File: src/rtl/elevator_dispatcher.sv
// elevator_dispatcher: latches floor calls, picks SCAN direction/target and paces the door for the car FSM
module elevator_dispatcher #(
  parameter int DOOR_CYCLES = 4,
  parameter int CW = $clog2(DOOR_CYCLES + 1)
) (
  input  logic       clk,
  input  logic       reset,
  input  logic [5:0] call_btn,
  input  logic [5:0] currentF,
  input  logic       isOpen,
  output logic [5:0] requestF,
  output logic [5:0] desF,
  output logic [1:0] up,
  output logic       isClose,
  output logic       fault
);
  typedef enum logic [1:0] {IDLE, HOLD, RUN} state_t;
  localparam logic [CW-1:0] TMAX = CW'(DOOR_CYCLES - 1);
  state_t state, state_next;
  logic [CW-1:0] timer, timer_next, timer_inc;
  logic [5:0] r, below, above, hit_up, hit_dn, des_up, des_dn, des_next;
  logic [1:0] up_next;
  logic onehot, reopen;
  assign onehot = (currentF != 6'd0) && ((currentF & (currentF - 6'd1)) == 6'd0);
  assign r = requestF & ~currentF;
  // below/above masks are only meaningful for a one-hot position; on a fault they are ignored
  assign below = currentF - 6'd1;
  assign above = ~(below | currentF);
  assign hit_up = r & above;
  assign hit_dn = r & below;
  assign des_up = hit_up & (~hit_up + 6'd1);
  assign reopen = |(call_btn & currentF);
  assign timer_inc = (timer == TMAX) ? timer : timer + CW'(1);
  assign isClose = (state == RUN);
  always_comb begin
    des_dn = 6'd0;
    for (int i = 0; i < 6; i++)
      if (hit_dn[i]) des_dn = 6'b1 << i;
  end
  assign up_next = (up == 2'b10 && hit_up != 6'd0) ? 2'b10 :
                   (up == 2'b01 && hit_dn != 6'd0) ? 2'b01 :
                   (hit_up != 6'd0) ? 2'b10 :
                   (hit_dn != 6'd0) ? 2'b01 : 2'b00;
  assign des_next = (up_next == 2'b10) ? des_up : (up_next == 2'b01) ? des_dn : currentF;
  always_comb begin
    state_next = state;
    timer_next = timer;
    if (!onehot) begin
      state_next = HOLD;
      timer_next = '0;
    end else begin
      case (state)
        IDLE: begin
          timer_next = '0;
          if (r != 6'd0) state_next = HOLD;
        end
        HOLD: begin
          if (reopen) timer_next = '0;
          else begin
            timer_next = timer_inc;
            if (timer_inc == TMAX) state_next = (r != 6'd0) ? RUN : IDLE;
          end
        end
        RUN: begin
          if (isOpen) begin
            state_next = HOLD;
            timer_next = '0;
          end
        end
        default: state_next = IDLE;
      endcase
    end
  end
  always_ff @(posedge clk) begin
    if (reset) begin
      requestF <= 6'd0;
      desF <= 6'b000001;
      up <= 2'b00;
      state <= IDLE;
      timer <= '0;
      fault <= 1'b0;
    end else begin
      requestF <= (requestF | call_btn) & ~(currentF & {6{isOpen}});
      state <= state_next;
      timer <= timer_next;
      fault <= fault | ~onehot;
      if (onehot) begin
        up <= up_next;
        desF <= des_next;
      end
    end
  end
endmodule

File: config.mk
export PLATFORM = sky130hd
export DESIGN_NAME = elevator_dispatcher
export DESIGN_NICKNAME = d
export VERILOG_FILES = /design/src/rtl/elevator_dispatcher.sv
export SDC_FILE = /design/constraint.sdc
export NUM_CORES = 1
export LEC_CHECK = 0
export ABC_AREA = 1
export CELL_PAD_IN_SITES_DETAIL_PLACEMENT = 2
export CELL_PAD_IN_SITES_GLOBAL_PLACEMENT = 2
export CORE_MARGIN = 4
export CORE_UTILIZATION = 30
export CTS_BUF_LIST = sky130_fd_sc_hd__clkbuf_4 sky130_fd_sc_hd__clkbuf_8 sky130_fd_sc_hd__clkbuf_16
export DETAILED_ROUTE_END_ITERATION = 7
export PLACE_DENSITY_LB_ADDON = 0.1
export SYNTH_ARGS = -nofsm -noshare
export SYNTH_HDL_FRONTEND = slang
export SYNTH_SLANG_ARGS = --single-unit
File: constraint.sdc
create_clock -name clk -period 3.15 [get_ports clk]
set_clock_uncertainty 0.1 [all_clocks]
set_input_delay 0.4725 -clock clk [delete_from_list [all_inputs] [get_ports clk]]
set_output_delay 0.4725 -clock clk [all_outputs]
set_load 0.05 [all_outputs]
== After elaboration in Yosys (flattened, before gate mapping) ==
Index checks and enable logic that the tools add are counted.
W data, S select, Z words.

* Add/subtract/negate cells: 3
* Multiply operators: 0
* Div/mod/pow operators: 0
* $lt $le $gt $ge: 0
* Equality and inequality tests: 16
* Shift-type cells: 0
* Multiplexer cells: 23
* Bitwise logic cells: 16
* Reductions and logical operators: 15

{| class="wikitable"
|+ Operators by type and width
! cell !! number
|-
| $and A6 B6 Y6 || 8
|-
| $mux W6 || 7
|-
| $not A6 Y6 || 4
|-
| $reduce_bool A6 Y1 || 4
|-
| $mux W2 || 8
|-
| $ne A3 B3 Y1 const B || 4
|-
| $or A6 B6 Y6 || 2
|-
| $mux W3 || 3
|-
| $pmux W3 S3 || 1
|-
| $ne A2 B2 Y1 const B || 4
|-
| $reduce_and A4 Y1 || 2
|-
| $add A6 B1 Y6 const B || 1
|-
| $eq A2 B1 Y1 const B || 3
|-
| $eq A2 B2 Y1 const B || 3
|-
| $eq A3 B2 Y1 const B || 2
|-
| $logic_not A6 Y1 || 1
|-
| $pmux W2 S3 || 1
|-
| $reduce_or A6 Y1 || 1
|-
| $sub A6 B1 Y6 const B || 1
|-
| $add A3 B1 Y3 const B || 1
|-
| $logic_and A1 B1 Y1 || 3
|-
| $mux W1 || 3
|-
| $reduce_bool A3 Y1 || 1
|-
| $logic_not A2 Y1 || 1
|-
| other kinds (4) || 4
|}

* Register bits after elaboration: 20
* Bits in latches: 0
* Memory bits (writable): 0
* ROM bits: 0
* Input bits: 15
* Output and inout port bits: 16
* Memories kept: 0

== Depth between registers and ports, before layout ==
Gate-level depths: netlist of the first run.

* Word-level depth: 11
* Mapped depth: 15

== Worst setup path before layout of the first run ==
Ideal clock, no wire load.

* Kind: input port to flip-flop
* Start point: input currentF[0]
* End point: register desF[1]
* Setup time: 70 ps
* Arrival: 1895 ps
* Data required time: 2980 ps
* Slack: 1085 ps
* Stages on the path: 12
* Buffers on the path: 0
* Path through: inv_1 -> ha_1 -> nand3_1 -> ha_1 -> nand3_1 -> nand2_1 -> inv_2 -> nand2_4 -> nand2_4 -> a21oi_2 -> nand2_1 -> a21oi_1

* Word-level cells in the longest chain between the ends: 11
* Elaborated cells between the ends (all ways): 31
* Those cells by class: add/sub (2); eq/ne (2); mux (11); bitwise (9); reduce/logical (7)

{| class="wikitable"
|+ RTL lines
! element !! RTL line !! RTL
|-
| start, declared || 9 || <nowiki>input logic [5:0] currentF,</nowiki>
|-
| $sub A6 B1 Y6 or $not A6 Y6 (tied branches) || 24, 27, 25 ||
|-
| $or A6 B6 Y6 or $and A6 B6 Y6 (tied branches) || 28, 25 ||
|-
| $not A6 Y6 or $and A6 B6 Y6 (tied branches) || 28, 30 ||
|-
| $and A6 B6 Y6 or $reduce_bool A6 Y1 (tied branches) || 29, 41, 43 ||
|-
| $reduce_bool A6 Y1 or $mux W1 (tied branches) || 40, 42, 43 ||
|-
| $mux W2 || 42 || <nowiki>(hit_up != 6'd0) ? 2'b10 :</nowiki>
|-
| $mux W2 || 41 || <nowiki>(up == 2'b01 && hit_dn != 6'd0) ? 2'b01 :</nowiki>
|-
| $mux W2 || 40 || <nowiki>assign up_next = (up == 2'b10 && hit_up != 6'd0) ? 2'b10 :</nowiki>
|-
| $eq A2 B1 Y1 || 44 || <nowiki>assign des_next = (up_next == 2'b10) ? des_up : (up_next == 2'b01) ? des_dn : currentF;</nowiki>
|-
| $mux W6 (2 in series) || 44 ||
|-
| end signal, assigned || 89 || <nowiki>desF <= des_next;</nowiki>
|-
| end, declared || 12 || <nowiki>output logic [5:0] desF,</nowiki>
|}

Parallel ways exist; a longest one is shown, timed or not.
A chain may end at the register's enable or synchronous reset.

== Worst setup path in the final report of the first run ==
* Start point: input currentF[1]
* End point: register desF[3]

Same word-level chain as after synthesis.

==> results of run 1 <==
cells in the mapped netlist:
cell type,instances,area share [%]
nor3_1,4,1.3
inv_2,7,1.7
inv_4,1,0.42
nand2_4,7,5.2
and2_1,1,0.42
o21ai_0,10,3.3
xor2_1,1,0.58
nand2_1,62,15
a21oi_4,1,1.1
o211ai_1,1,0.50
nor2_2,1,0.42
a21oi_1,15,5.0
nand3_4,1,1.2
nor2_4,4,3.0
nand3_2,3,2.0
nand3b_1,1,0.50
a211oi_1,2,1.0
inv_1,18,4.5
o21ai_1,4,1.3
nand3_1,17,5.6
buf_2,1,0.33
nand2_2,4,1.7
a21oi_2,1,0.58
clkbuf_1,1,0.25
nor2_1,11,2.7
nand4_1,6,2.5
dfxtp_1,20,27
ha_1,13,11
where the power goes:
part	leakage, uW	total [uW]	switching [uW]	internal, uW
clock	0.0000288	210	98.1	111
sequential	0.000164	274	10.3	263
combinational	0.000705	210	135	74.7
metal layers:
layer	global-route usage [%]	part of all wire, %
met5	0	0
met4	3.09	0.60
met3	1.81	2.6
met2	31.2	49
met1	21.5	48
worst reg2reg max path, delay by kind of cell (launching register included):
kind            cells  cell delay (ps)
compound gates      2              310
flops               1              350
xor+xnor            1              230
simple gates        3              390
fa+ha+maj           1              220
state kept, by name, summed over array words and instances (netlist names):
signal,flops
requestF,6
up,2
state,2
desF,6
timer,3
fault,1
how the worst min path moves through the flow:
| stage | start | end | slack, ps |
|---|---|---|---|
| 2_1_floorplan | timer[2] | timer[2] | 340 |
| 3_3_place_gp | fault | fault | 360 |
| 3_5_place_dp | timer[2] | timer[2] | 360 |
| 4_1_cts | timer[2] | timer[2] | 380 |
| 5_1_grt | timer[2] | timer[2] | 400 |
| 6_report | timer[2] | timer[2] | 370 |
stage by stage:
step,instances,worst slack (ps)
finish,322,539
global route,322,288
CTS,322,518
detailed placement,318,243
global placement,318,299
floorplan,218,1090
layout make-up:
cell class | instances | area, sq um | area share (%)
clock buffer | 4 | 55.1 | 2.77
inverter | 26 | 100 | 5.04
multi-input combinational | 170 | 997 | 50.2
sequential | 20 | 400 | 20.2
tap | 67 | 83.8 | 4.22
timing repair buffer | 35 | 350 | 17.6
kinds of logic (layout without fill, tap and decap cells):
| group | Yosys count | in the layout | share of synthesized area (%) |
|---|---|---|---|
| AND/OR/NAND/NOR | 122 | 122 | 42.0 |
| XOR/XNOR | 1 | 1 | 0.582 |
| flip-flops | 20 | 20 | 26.6 |
| AO/OA/AOI/OAI | 34 | 34 | 12.8 |
| adder cells (fa/ha/maj) | 13 | 13 | 10.8 |
| buffers and inverters | 28 | 65 | 7.23 |
==> flow_summary.ini, run 1 <==
[global_route]
track_usage_pct = 17.0
grt.overflow.total = 0
grt_pass1_wl_um = 8450
grt_pass1_vias = 1721
grt_max_degree = 14
antenna_found_initial = 0

[floorplan]
initial_utilization_pct = 31.5
pin_count = 31
num_rows = 25
fp.dieH_um = 78.9
core-area_sq_um = 4790
dieArea_sq_um = 6220
die_w_um = 78.9

[yosys]
yosysUniqueCellTypes = 28
syn_nets = 246
ys_ff_latch = 20
syn_inst = 218
syn_avg_cell_area_sq_um = 6.91
synth_warnings = 0
ys_seq_area_share_pct = 26.6
syn-cell-area_sq_um = 1510

[setup_path]
worstPathMaxFanout = 6
cp.depth = 16
slowest_stage = clkdlybuf4s50_1
cp_top_family = simple AND/OR/NAND/NOR gates
crit_path_end = desF[3]
r2r_start = timer[0]
cp.required_ps = 3270
rrSetupSlack_ps = 1440
path_buf_inv = 3
reg2reg_to = state[0]
startpoint_type = primary input
crit_top_cell = nand2_1
cpPeakStageDelay_ps = 510
critical_path_arrival_ps = 2730
critical_path_class = in -> reg
worstPathCellList = clkdlybuf4s50_1, inv_2, ha_1, nand3_1, ha_1, nand3_1, nand2_1, inv_2, nand2_4, nand2_4, nand2_4, nor2_4, nand2_1, nand2_1, nand2_1, nand2_1
setup.worst_path.start = currentF[1]
cp-end-kind = register
ff2ff_path_depth = 7

[cts]
cts_resized = 0
post_cts_buffers = 0
cts_made_buffers = 3
ctsHoldBuffers = 0
clockRootBuffer = clkbuf_8
clk_pin_slew_ps = 90
cts.path.max_buffers = 2
clk-insertion-delay-late_ps = 260
cts_sinks = 20
cts_tree = built
htreeDepth = 1

[timing]
rsz0062_at_grt = no
min_period_ps = 2610
worst_pin_slew_ps = 504
final_max_slew_viol_count = 0
maxSlewHeadroom_pct = 66.3
timing.fmax_ghz = 0.383
final.setup.tns_ps = 0
post-route-period-util_pct = 82.9
hold_slack_ps = 374
hold_viol_final = 0
finalSetupViolCount = 0

[power]
peakVddDrop_mv = 0.135
finalPower_uw = 693
powerDensity_nw_per_um2 = 349
p_leak_uw = 0.000898

[run_status]
status = finished, final reports clean

[place]
port_buffers = 30
place_area_sq_um = 1930
place_hpwl_um = 4020
place_congestion = 0.816

[worst_hold_path]
holdPathStages = 2
hold_path.class = reg -> reg

[routing]
dr_total_vias = 1554
drt-initial-drc-count = 52
drtPass1Iterations = 3
route.final.wire_length_um = 4840
drtAntennaViolNets = 0
wl_per_cell_um = 15.0
drc = 0
drt-vias-per-instance = 4.83

[finish]
layout-drive-gt1-share_pct = 15.3
fin_area_sq_um = 1990
mostFrequentLayoutCell = nand2_1
syn2layout_area_growth_pct = 31.9
final_cell_mix = 62 x nand2_1, 30 x clkdlybuf4s50_1, 20 x dfxtp_1, 18 x inv_1, 17 x nand3_1
diodes = 0
finish.utilization_pct = 41.5
nNetsFinal = 284
n_fill_cell = 596

[flow_run]
maxCapViolCount = 0
Power figures use the tool's default switching activity.
==> inputs of run 2 (changes only) <==
Settings changed: CORE_UTILIZATION 30 to 25.
Clock period 3.15 ns to 2.4 ns, I/O delays scaled along.
==> run 2 against run 1 <==
Against the previous run:
- sequential power is 31% higher
- global-route usage is 1.8 points lower
- non-clock buffer count is 35 higher
- clock-buffer cell count stayed put
- critical path type unchanged
- utilization is 2.1 points lower
- combinational power is 56% higher
- setup slack worse by 410 ps
- wire length is 11% higher
- sequential share of layout area is 2.9 points lower
- worst hold slack worse by 11 ps
- die area is 18% higher
==> flow_summary.ini, run 2 (synthesized netlist as in run 1, its figures left out) <==
[run_status]
status = finished, final reports clean

[floorplan]
pin_count = 31
core-area_sq_um = 5890
dieArea_sq_um = 7330
initial_utilization_pct = 25.6
die_w_um = 85.6
fp.dieH_um = 85.6
num_rows = 28

[cts]
cts_made_buffers = 3
htreeDepth = 1
cts_tree = built
cts_sinks = 20
cts.path.max_buffers = 2
ctsHoldBuffers = 0
clockRootBuffer = clkbuf_8
clk_pin_slew_ps = 80
clk-insertion-delay-late_ps = 260

[timing]
hold_viol_final = 0
final_max_slew_viol_count = 0
min_period_ps = 2270
worst_pin_slew_ps = 512
post-route-period-util_pct = 94.5
timing.fmax_ghz = 0.441
rsz0062_at_grt = yes
maxSlewHeadroom_pct = 65.8
finalSetupViolCount = 0

[global_route]
track_usage_pct = 15.2
grt_pass1_vias = 1859
grt_max_degree = 13
grt_pass1_wl_um = 8890
antenna_found_initial = 0
grt.overflow.total = 0

[setup_path]
cp.required_ps = 2520
cp-end-kind = register
worstPathMaxFanout = 4
startpoint_type = primary input
critical_path_class = in -> reg
critical_path_arrival_ps = 2390

[routing]
drt-vias-per-instance = 4.63
dr_total_vias = 1689
route.final.wire_length_um = 5390
wl_per_cell_um = 14.8
drtAntennaViolNets = 0
drc = 0
drtPass1Iterations = 4
drt-initial-drc-count = 51

[place]
place_area_sq_um = 2180
port_buffers = 30
place_congestion = 0.758
place_hpwl_um = 4400

[flow_run]
maxCapViolCount = 0

[finish]
multi_input_area_sq_um = 1050
nNetsFinal = 319
diodes = 0
regArea_sq_um = 400
syn2layout_area_growth_pct = 53.8
reg.largest.list = desF: 6 flops, requestF: 6 flops, timer: 3 flops
final_cell_mix = 61 x nand2_1, 38 x buf_4, 29 x clkdlybuf4s50_1, 20 x dfxtp_1
n_fill_cell = 728
fin_area_sq_um = 2320
mostFrequentLayoutCell = nand2_1
layout-drive-gt1-share_pct = 29.3

[power]
p_leak_uw = 0.00108
finalPower_uw = 963
powerDensity_nw_per_um2 = 415
peakVddDrop_mv = 0.227

[worst_hold_path]
hold_path.class = reg -> reg
==> run 2: cell count changes in the layout (fill, tap and decap cells not counted), sizes merged <==
cell,before,now
buf,5,40
clkdlybuf4s50,30,29
dlymetal6s2s,0,1
==> run 2: worst paths after layout <==
kind	from	endpoint	slack, ps	cells past startpoint
max	currentF[0]	desF[5]	130	14
min	timer[2]	timer[2]	360	2
max reg2reg	requestF[2]	desF[1]	760	10
min reg2reg	timer[2]	timer[2]	360	2
==> run 2: report_power, final <==
part           internal [uW]  switching, uW
logic                    138            190
clock network            146            128
registers                346           14.4
total                    630            332
==> run 2: area by class of cell <==
cell class | instances | share of cell area [%]
multi-input cells | 170 | 45.2
repair buffers | 70 | 26.7
flip-flops and latches | 20 | 17.3
inverters | 26 | 4.32
well taps | 75 | 4.05
clock buffers | 4 | 2.38
==> run 2: metrics by stage <==
step | TNS, ps | hold slack [ps] | utilization, % | instances | worst slack, ps
after CTS | 0 | 373 | 38.0 | 362 | 41.4
after floorplan | 0 | 329 | - | 218 | 448
after global routing | -90.1 | 396 | 39.4 | 365 | -22.4
after global placement | -1210 | 351 | 37.1 | 358 | -172
after detailed placement | -2340 | 360 | 37.1 | 358 | -251
final | 0 | 363 | 39.4 | 365 | 132
==> run 2: layer usage <==
layer | track usage (%) | vias to the layer above | wire [um]
met5 | 0 | - | 0
met4 | 4.32 | 0 | 95
met3 | 2.69 | 10 | 154
met2 | 27.4 | 31 | 2790
met1 | 18.3 | 791 | 2340
li1 | - | 857 | -
==> run 2: worst max-delay path, stage by stage <==
cell and delay [ps]:
clkdlybuf4s50_1 450, inv_2 90, ha_2 200, nand3_2 140, ha_4 300, nand3_1 80
nand2_2 100, inv_2 60, nand2_4 100, nand2_4 80, buf_4 140, a21oi_2 130
nand3_1 90, nand2_1 60
==> run 2: repair_timing <==
item | in CTS | in global routing
gates resized for setup | 0 | 13
setup buffers | 0 | 3
setup endpoints to repair | 0 | 10
==> inputs of run 3 (changes only) <==
Settings changed: PLACE_DENSITY_LB_ADDON 0.1 to 0.12, REMOVE_ABC_BUFFERS set to 1.
==> run 3 against run 2 <==
Against the previous run:
- cell count decreased by 1.6%
- cell area decreased by 2.5%
- sequential power about the same
- largest cell class unchanged
==> flow_summary.ini, run 3 (synthesized netlist as in run 1, its figures left out) <==
[run_status]
status = finished, final reports clean

[power]
power_frac_comb_pct = 31.0
p_clk_share_pct = 34.1
finalPower_uw = 1030
power_frac_seq_pct = 34.9
peakVddDrop_mv = 0.206
p_leak_uw = 0.00106
powerDensity_nw_per_um2 = 457
p_switching_uw = 333
p_int_uw = 700
switching_share_pct = 32.2

[timing]
hold_slack_ps = 367
timing.fmax_ghz = 0.451
maxSlewHeadroom_pct = 66.6
final_max_slew_viol_count = 0
finalSetupViolCount = 0
post-route-period-util_pct = 92.4
rsz0062_at_grt = no
worst_pin_slew_ps = 500
hold_viol_final = 0
min_period_ps = 2220

[setup_path]
cpPeakStageDelay_ps = 440
startpoint_type = primary input
cp-end-kind = register
reg2reg_to = state[1]
critical_path_class = in -> reg
worstPathCellList = clkdlybuf4s50_1, buf_4, inv_2, nand3_2, ha_4, nand3_1, nand2_2, inv_2, nand2_4, nand2_4, a21oi_2, nand2_1, a21oi_1
worstPathMaxFanout = 5
r2r_start = timer[0]
ff2ff_path_depth = 7
critical_path_arrival_ps = 2320
cp.required_ps = 2500
slowest_stage = clkdlybuf4s50_1
rrSetupSlack_ps = 710

[worst_hold_path]
hold_end = requestF[0]
min_from = currentF[0]
holdPathStages = 3
hold_path.class = in -> reg

[cts]
cts.path.max_buffers = 2
ctsHoldBuffers = 0
cts_tree = built
clockRootBuffer = clkbuf_8
htreeDepth = 1
clk_pin_slew_ps = 90
cts_made_buffers = 3
cts_sinks = 20
clk-insertion-delay-late_ps = 270

[routing]
drtPass1Iterations = 4
drtAntennaViolNets = 0
drt-vias-per-instance = 4.57
drt-initial-drc-count = 46
route.final.wire_length_um = 5340
wl_per_cell_um = 14.9
dr_total_vias = 1639
drc = 0

[finish]
final_cell_mix = 61 x nand2_1, 34 x buf_4, 28 x clkdlybuf4s50_1, 20 x dfxtp_1, 17 x inv_1
diodes = 0
finish.utilization_pct = 38.4
layout-drive-gt1-share_pct = 26.8
mostFrequentLayoutCell = nand2_1
reg.largest.list = desF: 6 flops, requestF: 6 flops, timer: 3 flops
syn2layout_area_growth_pct = 49.9
nNetsFinal = 313
fin_area_sq_um = 2260

[floorplan]
dieArea_sq_um = 7330
die_w_um = 85.6
core-area_sq_um = 5890
initial_utilization_pct = 25.6
pin_count = 31
num_rows = 28
fp.dieH_um = 85.6

[global_route]
track_usage_pct = 15.7
antenna_found_initial = 0
grt_pass1_wl_um = 9050
grt_pass1_vias = 1834
grt.overflow.total = 0
grt_max_degree = 13

[flow_run]
maxCapViolCount = 0

[place]
place_area_sq_um = 2150
place_hpwl_um = 4480
place_congestion = 0.803
port_buffers = 30
[run 3: final cells by class]
type | instances | area [sq um]
multi-input combinational | 170 | 1030
timing repair buffer | 64 | 561
clock inverter | 1 | 30.0
fill | 716 | 3630
sequential | 20 | 400
inverter | 26 | 100
clock buffer | 3 | 41.3
tap | 75 | 93.8
[run 3: critical path, delay by kind of cell]
kind / cells / cell delay [ps]
buffers and inverters: 4 / 760
AND/OR/NAND/NOR: 6 / 590
AO/OA/AOI/OAI: 2 / 310
adder cells (fa/ha/maj): 1 / 290
[run 3: power groups by stage]
| stage | combinational, uW | sequential, uW | clock, uW |
|---|---|---|---|
| 6_report | 320 | 360 | 353 |
| 3_3_place_gp | 312 | 367 | 0 |
| 4_1_cts | 320 | 361 | 363 |
| 2_1_floorplan | 127 | 409 | 0 |
| 3_5_place_dp | 317 | 368 | 0 |
| 5_1_grt | 350 | 363 | 385 |
[run 3: worst max path at each step]
stage | start | endpoint | slack, ps | cells after the start
floorplan | currentF[0] | desF[1] | 450 | 12
global placement | currentF[0] | desF[1] | -210 | 13
detailed placement | currentF[0] | desF[1] | -240 | 13
CTS | currentF[0] | desF[1] | 30 | 13
global route | currentF[4] | desF[3] | 8 | 15
finish | currentF[3] | desF[1] | 180 | 13
[run 3: metrics by stage]
stage	std cells	setup TNS [ps]	worst slack [ps]
2_1_floorplan	216	0	448
3_3_place_gp	355	-1370	-211
3_5_place_dp	355	-2240	-245
4_1_cts	359	0	33.9
5_1_grt	359	0	8.49
6_report	359	0	183
[run 3: repair_timing]
item                       CTS  global route
setup endpoints to repair    0            10
setup buffers                0             0
gates resized for setup      0            10
[run 3: layer usage]
metal  part of all wire [%]  vias to the layer above  track usage, %
met5                      0                        -               0
met4                   0.99                        0            3.88
met2                     51                       24            28.6
met1                     46                      761            19.6
met3                    2.2                        5            1.83
li1                       -                      849               -
